===== src/rtl/rapcores_cmd_pkg.sv =====
// Shared command codes, version, FSM states and STATUS field layout for the SPI move sequencer.
// Latency: n/a (declarations only).
// Backpressure: n/a.
package rapcores_cmd_pkg;

  // Command header bytes (word_data[63:56])
  localparam logic [7:0] CMD_COORDINATED_STEP = 8'h01;
  localparam logic [7:0] CMD_MOTOR_ENABLE     = 8'h0A;
  localparam logic [7:0] CMD_CLK_DIVISOR      = 8'h0B;
  localparam logic [7:0] CMD_STATUS           = 8'h0C;
  localparam logic [7:0] CMD_API_VERSION      = 8'hFE;

  localparam logic [7:0] VERSION_MAJOR = 8'd0;
  localparam logic [7:0] VERSION_MINOR = 8'd3;
  localparam logic [7:0] VERSION_PATCH = 8'd1;

  typedef enum logic [2:0] {
    ST_IDLE,
    ST_MV_DUR,
    ST_MV_INC,
    ST_MV_INCINC,
    ST_VERSION,
    ST_DRAIN
  } state_t;

  // Move buffer write field select
  localparam logic [1:0] FLD_DIR    = 2'd0;
  localparam logic [1:0] FLD_DUR    = 2'd1;
  localparam logic [1:0] FLD_INC    = 2'd2;
  localparam logic [1:0] FLD_INCINC = 2'd3;

  // STATUS reply layout, LSB first: write index byte, occupancy byte, dtr bit, overflow bit
  localparam int STAT_WIND_LSB = 0;
  localparam int STAT_OCC_LSB  = 8;
  localparam int STAT_DTR_BIT  = 16;
  localparam int STAT_OVF_BIT  = 17;

endpackage


===== src/rtl/move_buffer.sv =====
// Ring of move slots: per-slot duration, per-axis increment/incrementincrement, dir; occupancy tracking.
// Latency: writes and commit toggles land 1 cycle after the write strobe; reads and occupancy are combinational.
// Backpressure: none here; buffer_dtr/slot_busy tell the sequencer whether the write slot is free.
module move_buffer
  import rapcores_cmd_pkg::*;
#(
  parameter int NUM_AXES         = 1,
  parameter int MOVE_BUFFER_BITS = 2
) (
  input  logic                            CLK,
  input  logic                            resetn,
  input  logic                            wr_en,
  input  logic [MOVE_BUFFER_BITS-1:0]     wr_slot,
  input  logic [1:0]                      wr_field,
  input  logic [2:0]                      wr_ax,
  input  logic [63:0]                     wr_data,
  input  logic                            commit,
  input  logic [(1<<MOVE_BUFFER_BITS)-1:0] stepfinished,
  output logic [(1<<MOVE_BUFFER_BITS)-1:0] stepready,
  input  logic [MOVE_BUFFER_BITS-1:0]     rd_ind,
  output logic [63:0]                     move_duration,
  output logic [64*NUM_AXES-1:0]          increment,
  output logic [64*NUM_AXES-1:0]          incrementincrement,
  output logic [NUM_AXES-1:0]             dir,
  output logic                            slot_busy,
  output logic                            buffer_dtr,
  output logic [MOVE_BUFFER_BITS:0]       occ_cnt
);

  localparam int DEPTH = 1 << MOVE_BUFFER_BITS;

  logic [63:0]            dur_mem [DEPTH];
  logic [64*NUM_AXES-1:0] inc_mem [DEPTH];
  logic [64*NUM_AXES-1:0] ii_mem  [DEPTH];
  logic [NUM_AXES-1:0]    dir_mem [DEPTH];
  logic [DEPTH-1:0]       occ;

  assign occ                = stepready ^ stepfinished;
  assign slot_busy          = occ[wr_slot];
  assign buffer_dtr         = ~(&occ);
  assign move_duration      = dur_mem[rd_ind];
  assign increment          = inc_mem[rd_ind];
  assign incrementincrement = ii_mem[rd_ind];
  assign dir                = dir_mem[rd_ind];

  // Count occupied slots for the STATUS reply
  always_comb begin
    occ_cnt = '0;
    for (int i = 0; i < DEPTH; i++) begin
      occ_cnt = occ_cnt + (MOVE_BUFFER_BITS+1)'(occ[i]);
    end
  end

  // Slot storage writes and commit toggles; a slot only becomes visible to the DDA on commit
  always_ff @(posedge CLK) begin
    if (!resetn) begin
      stepready <= '0;
      for (int i = 0; i < DEPTH; i++) begin
        dur_mem[i] <= '0;
        inc_mem[i] <= '0;
        ii_mem[i]  <= '0;
        dir_mem[i] <= '0;
      end
    end else begin
      if (commit) begin
        stepready[wr_slot] <= ~stepready[wr_slot];
      end
      if (wr_en) begin
        case (wr_field)
          FLD_DIR: dir_mem[wr_slot] <= wr_data[NUM_AXES-1:0];
          FLD_DUR: dur_mem[wr_slot] <= wr_data;
          FLD_INC: inc_mem[wr_slot][int'(wr_ax)*64 +: 64] <= wr_data;
          default: ii_mem[wr_slot][int'(wr_ax)*64 +: 64] <= wr_data;
        endcase
      end
    end
  end

endmodule


===== src/rtl/spi_move_sequencer.sv =====
// Decodes 64-bit SPI command words into multi-axis moves in a ring buffer; optional CMD_TIMEOUT_EN inter-word timeout.
// Latency: state, storage and replies update 1 cycle after each word_received strobe.
// Backpressure: none on the word stream; moves arriving while the write slot is full are dropped and flagged.
module spi_move_sequencer
  import rapcores_cmd_pkg::*;
#(
  parameter int NUM_AXES         = 1,
  parameter int MOVE_BUFFER_BITS = 2,
  parameter int CLK_DIV_RESET    = 40,
  parameter int TIMEOUT_CYCLES   = 1_600_000
) (
  input  logic                             CLK,
  input  logic                             resetn,
  input  logic                             word_received,
  input  logic [63:0]                      word_data,
  output logic [63:0]                      word_send_data,
  input  logic [(1<<MOVE_BUFFER_BITS)-1:0] stepfinished,
  output logic [(1<<MOVE_BUFFER_BITS)-1:0] stepready,
  output logic [MOVE_BUFFER_BITS-1:0]      writemoveind,
  output logic [63:0]                      move_duration,
  input  logic [MOVE_BUFFER_BITS-1:0]      rd_ind,
  output logic [64*NUM_AXES-1:0]           increment,
  output logic [64*NUM_AXES-1:0]           incrementincrement,
  output logic [NUM_AXES-1:0]              dir,
  input  logic [64*NUM_AXES-1:0]           encoder_count,
  output logic [NUM_AXES-1:0]              enable,
  output logic [7:0]                       clock_divisor,
  output logic                             buffer_dtr,
  output logic                             overflow
);

  localparam logic [2:0] LAST_AX = 3'(NUM_AXES - 1);

  state_t                    state;
  logic [2:0]                ax;
  logic                      drop;
  logic [64*NUM_AXES-1:0]    snap;
  logic                      wr_en;
  logic [1:0]                wr_field;
  logic                      commit;
  logic                      slot_busy;
  logic [MOVE_BUFFER_BITS:0] occ_cnt;
  logic [63:0]               status_word;
  logic [7:0]                hdr;

  assign hdr = word_data[63:56];

  move_buffer #(
    .NUM_AXES         (NUM_AXES),
    .MOVE_BUFFER_BITS (MOVE_BUFFER_BITS)
  ) u_buf (
    .CLK                (CLK),
    .resetn             (resetn),
    .wr_en              (wr_en),
    .wr_slot            (writemoveind),
    .wr_field           (wr_field),
    .wr_ax              (ax),
    .wr_data            (word_data),
    .commit             (commit),
    .stepfinished       (stepfinished),
    .stepready          (stepready),
    .rd_ind             (rd_ind),
    .move_duration      (move_duration),
    .increment          (increment),
    .incrementincrement (incrementincrement),
    .dir                (dir),
    .slot_busy          (slot_busy),
    .buffer_dtr         (buffer_dtr),
    .occ_cnt            (occ_cnt)
  );

  // Buffer write/commit decode: nothing is written for a dropped move
  always_comb begin
    wr_en    = 1'b0;
    wr_field = FLD_DUR;
    commit   = 1'b0;
    if (word_received) begin
      case (state)
        ST_IDLE: begin
          if (hdr == CMD_COORDINATED_STEP && !slot_busy) begin
            wr_en    = 1'b1;
            wr_field = FLD_DIR;
          end
        end
        ST_MV_DUR: begin
          wr_en    = !drop;
          wr_field = FLD_DUR;
        end
        ST_MV_INC: begin
          wr_en    = !drop;
          wr_field = FLD_INC;
        end
        ST_MV_INCINC: begin
          wr_en    = !drop;
          wr_field = FLD_INCINC;
          commit   = !drop && (ax == LAST_AX);
        end
        default: ;
      endcase
    end
  end

  // STATUS reply assembled from live buffer state
  always_comb begin
    status_word                     = '0;
    status_word[STAT_WIND_LSB +: 8] = 8'(writemoveind);
    status_word[STAT_OCC_LSB +: 8]  = 8'(occ_cnt);
    status_word[STAT_DTR_BIT]       = buffer_dtr;
    status_word[STAT_OVF_BIT]       = overflow;
  end

`ifdef CMD_TIMEOUT_EN
  logic [31:0] tmo_cnt;
`else
  logic unused_tmo;
  assign unused_tmo = (TIMEOUT_CYCLES != 0);
`endif

  // Command FSM: header decode, multi-word move sequencing and reply loading
  always_ff @(posedge CLK) begin
    if (!resetn) begin
      state          <= ST_IDLE;
      ax             <= '0;
      drop           <= 1'b0;
      overflow       <= 1'b0;
      enable         <= '0;
      clock_divisor  <= 8'(CLK_DIV_RESET);
      word_send_data <= '0;
      writemoveind   <= '0;
      snap           <= '0;
`ifdef CMD_TIMEOUT_EN
      tmo_cnt        <= '0;
`endif
    end else if (word_received) begin
      word_send_data <= '0;
`ifdef CMD_TIMEOUT_EN
      tmo_cnt        <= '0;
`endif
      case (state)
        ST_IDLE: begin
          case (hdr)
            CMD_COORDINATED_STEP: begin
              snap  <= encoder_count;
              ax    <= '0;
              state <= ST_MV_DUR;
              if (slot_busy) begin
                drop     <= 1'b1;
                overflow <= 1'b1;
              end
            end
            CMD_MOTOR_ENABLE: enable <= word_data[NUM_AXES-1:0];
            CMD_CLK_DIVISOR:  clock_divisor <= word_data[7:0];
            CMD_API_VERSION: begin
              word_send_data <= {40'b0, VERSION_MAJOR, VERSION_MINOR, VERSION_PATCH};
              state          <= ST_VERSION;
            end
            CMD_STATUS: begin
              word_send_data <= status_word;
              overflow       <= 1'b0;
            end
            default: ;
          endcase
        end
        ST_MV_DUR: begin
          word_send_data <= snap[63:0];
          state          <= ST_MV_INC;
        end
        ST_MV_INC: state <= ST_MV_INCINC;
        ST_MV_INCINC: begin
          if (ax != LAST_AX) begin
            ax             <= ax + 3'd1;
            word_send_data <= snap[(int'(ax) + 1)*64 +: 64];
            state          <= ST_MV_INC;
          end else begin
            if (!drop) begin
              writemoveind <= writemoveind + 1'b1;
            end
            drop  <= 1'b0;
            state <= ST_IDLE;
          end
        end
        ST_VERSION: state <= ST_IDLE;
        default:    state <= ST_IDLE;
      endcase
    end
`ifdef CMD_TIMEOUT_EN
    else if (state != ST_IDLE) begin
      if (tmo_cnt == 32'(TIMEOUT_CYCLES - 1)) begin
        state    <= ST_IDLE;
        drop     <= 1'b0;
        overflow <= 1'b1;
        tmo_cnt  <= '0;
      end else begin
        tmo_cnt <= tmo_cnt + 32'd1;
      end
    end
`endif
  end

endmodule


===== config.mk =====
export PLATFORM = sky130hd
export DESIGN_NAME = spi_move_sequencer
export DESIGN_NICKNAME = d
export VERILOG_FILES = /design/src/rtl/rapcores_cmd_pkg.sv /design/src/rtl/move_buffer.sv /design/src/rtl/spi_move_sequencer.sv
export SDC_FILE = /design/constraint.sdc
export NUM_CORES = 1
export LEC_CHECK = 0
export BUFFER_PORTS_ARGS = -buffer_cell sky130_fd_sc_hd__buf_2
export CAP_MARGIN = 40
export CORE_MARGIN = 4
export CORE_UTILIZATION = 29
export DETAILED_ROUTE_END_ITERATION = 12
export HOLD_SLACK_MARGIN = 0.1
export SKIP_CTS_REPAIR_TIMING = 1
export SYNTH_ARGS = -nofsm -noshare
export SYNTH_HDL_FRONTEND = slang
export SYNTH_SLANG_ARGS = --single-unit

===== constraint.sdc =====
create_clock -name CLK -period 8.72 [get_ports CLK]
set_clock_uncertainty 0.15 [all_clocks]
set_input_delay 0 -clock CLK [delete_from_list [all_inputs] [get_ports CLK]]
set_output_delay 0 -clock CLK [all_outputs]
set_load 0.02 [all_outputs]

==> metrics.cfg <==
[timing]
worst_pin_slew_ns = 1.06
hold_ws_ns = 0.0774
period_needed_ns = 4.75
clock.fmax_mhz = 211
slew_viol_final = 0
post-route-period-util_pct = 54.5
hold_violations = 0
rsz0062_at_grt = no
slew_headroom_pct = 29.5
setup_violations = 0

[worst_setup_path]
cpMaxStageDelayCell = o21ai_4
crit_top_cell = ha_1
r2r_slack_ns = 3.97
path_cells = inv_1, ha_1, ha_1, or4_1, or2_4, or3_4, o21ai_4, buf_4, buf_12
r2r_start = ax[0]
cp_top_family = simple AND/OR/NAND/NOR gates
cp-end-kind = flop
max_stage_delay_ns = 0.78
path_class = reg2reg
critical_path.startpoint = ax[0]
worstSetupStartpointType = flop
cp_max_fo = 67
worst-path-buf-inv = 3
cp.arrival_ns = 4.98
worstPathRequired_ns = 8.95

[placed_design]
io_buffers = 410
place_area_um2 = 44000
place_hpwl_mm = 81.5
placedCellCount = 4964
place_congestion = 0.772

[synthesis]
ys_seq_elements = 923
async_reset_ff_share_pct = 0
synth_edf_count = 769
yosys_warnings = 3
syn_area_per_cell_um2 = 13.3
yosysSeqAreaShare_pct = 66.0
syn-num-nets = 3124
synth-main-ff-cell = edfxtp_1
netlist_instances = 2977
synth_cell_type_count = 52
synth_area_um2 = 39600

[global_routing]
grt_max_degree = 220
grt_pass1_wl_mm = 186
use_met2_pct = 28.6
grt_overflow_total = 0
grt_antenna_before_repair = 22
grt_use_total_pct = 17.6
first_global_vias = 27000
top_usage_layer = met2
grtUsageMet3_pct = 5.33
grt_use_met1_pct = 22.4

[power]
ir_worst_vdd_v = 0.000154
power.density_nw_per_um2 = 202
power_leakage_nw = 17.2

[min_path]
min_path_type = in2reg
min_from = word_data[42]

[route]
wl_per_cell_um = 24.2
vias = 27400
drt_wl_total_mm = 130
drt-initial-drc-count = 2456
viasPerCell = 5.08
drtAntennaViolNets = 0
drcViolationCount = 0
first_pass_iters = 5

[finish]
drive_gt1_share_pct = 23.9
finalInstanceArea_um2 = 49600
nets = 3659
finalNonFillerCells = 5390
syn_to_final_growth_pct = 25.0

[floorplanning]
num_rows = 135
die_h_um = 378
start_util_pct = 29.2
coreArea_um2 = 136000
die_x_um = 378
io_pins = 411
dieArea_um2 = 143000

[cts]
cts_buffer_depth = 3
clock_latency_ns = 0.70
clk_pin_slew_ns = 0.06
ctsHtreeMaxLevel = 3
cts_tree = yes
cts_sinks = 923
clockRootBuffer = clkbuf_16
numCtsBuffers = 102

[job]
cap_viol_max_count = 0

[status]
status = completed

metal layers:
metal  part of all wire, %  wire [µm]
met1                    40      52200
met2                    48      62400
met3                   8.9      11600
met4                   3.1       4060
met5                 0.030         39
placed cells by master, fill, tap and decap left out, types with 18 or more instances in the layout:
cell,n
buf_2,408
a211oi_1,251
and2_1,56
buf_4,48
clkbuf_16,103
nor2_1,448
nand2_1,376
mux4_2,193
nand3_1,65
clkinv_1,18
dlygate4sd3_1,225
a21oi_1,161
nand2b_1,64
mux2i_1,19
inv_1,41
dfxtp_1,154
clkbuf_1,21
edfxtp_1,769
worst min-delay path: stages:
cell and delay [ns]:
dlygate4sd3_1 0.52, buf_2 0.13, nand2_1 0.09, nor2_1 0.09
metrics by stage:
step           power (mW)  setup TNS (ns)  utilization [%]  worst slack (ns)
6_report             9.99               0             36.5              3.97
5_1_grt              10.3               0             36.5              3.79
4_1_cts              10.0               0             34.9              3.90
3_5_place_dp         5.71               0             32.4              3.94
3_3_place_gp         5.69               0             32.0              3.68
2_1_floorplan        5.39         -109.35                -            -0.441
synthesized netlist by cell type (19+ instances only):
cell type	number	share of area, %
nand2_1	376	3.6
mux2i_1	19	0.48
buf_2	61	0.77
inv_1	42	0.40
mux4_2	193	11
a21oi_1	161	2.0
buf_1	37	0.35
a211oi_1	251	4.8
o21ai_0	19	0.24
clkbuf_1	175	1.7
and2_1	56	0.88
nand2b_1	65	1.0
nand3_1	66	0.83
edfxtp_1	769	58
nor2_1	454	4.3
dfxtp_1	154	7.8
registers in the layout, summed over array words and instances (netlist names):
register,flops
state,3
ax,3
enable,1
clock_divisor,8
u_buf.inc_mem,256
word_send_data,64
u_buf.stepready,4
overflow,1
drop,1
writemoveind,2
u_buf.ii_mem,256
u_buf.dur_mem,256
snap,64
u_buf.dir_mem,4
cell families after synthesis:
family                     share of synthesized area (%)
adders and majority gates                          0.335
and+or+nand+nor                                     11.3
buffers and inverters                               3.26
muxes                                               11.5
xor gates and xnor gates                           0.110
DFF                                                 66.0
AOI/OAI and AO/OA                                   7.53
worst paths after layout:
kind,end,cells after the start
hold / removal,u_buf.ii_mem[0][42],4
setup / recovery,u_buf.ii_mem[1][17],9
hold reg to reg,snap[53],2
setup reg to reg,u_buf.ii_mem[1][17],9
cell type report:
| type | instances | area (µm²) |
|---|---|---|
| fill | 13000 | 86100 |
| sequential | 923 | 26200 |
| multi-input combinational | 1735 | 12400 |
| timing repair buffer | 708 | 5290 |
| clock buffer | 129 | 2720 |
| tap | 1781 | 2230 |
| clock inverter | 62 | 589 |
| inverter | 42 | 160 |
| antenna | 10 | 25.0 |
power by group:
part           switching (mW)  internal (mW)  leakage [nW]
Clock                    1.85           2.45          1.61
Combinational           0.483          0.289          6.43
Sequential             0.0324           4.88          9.18
Note: power is estimated with default switching activity, not from simulation.
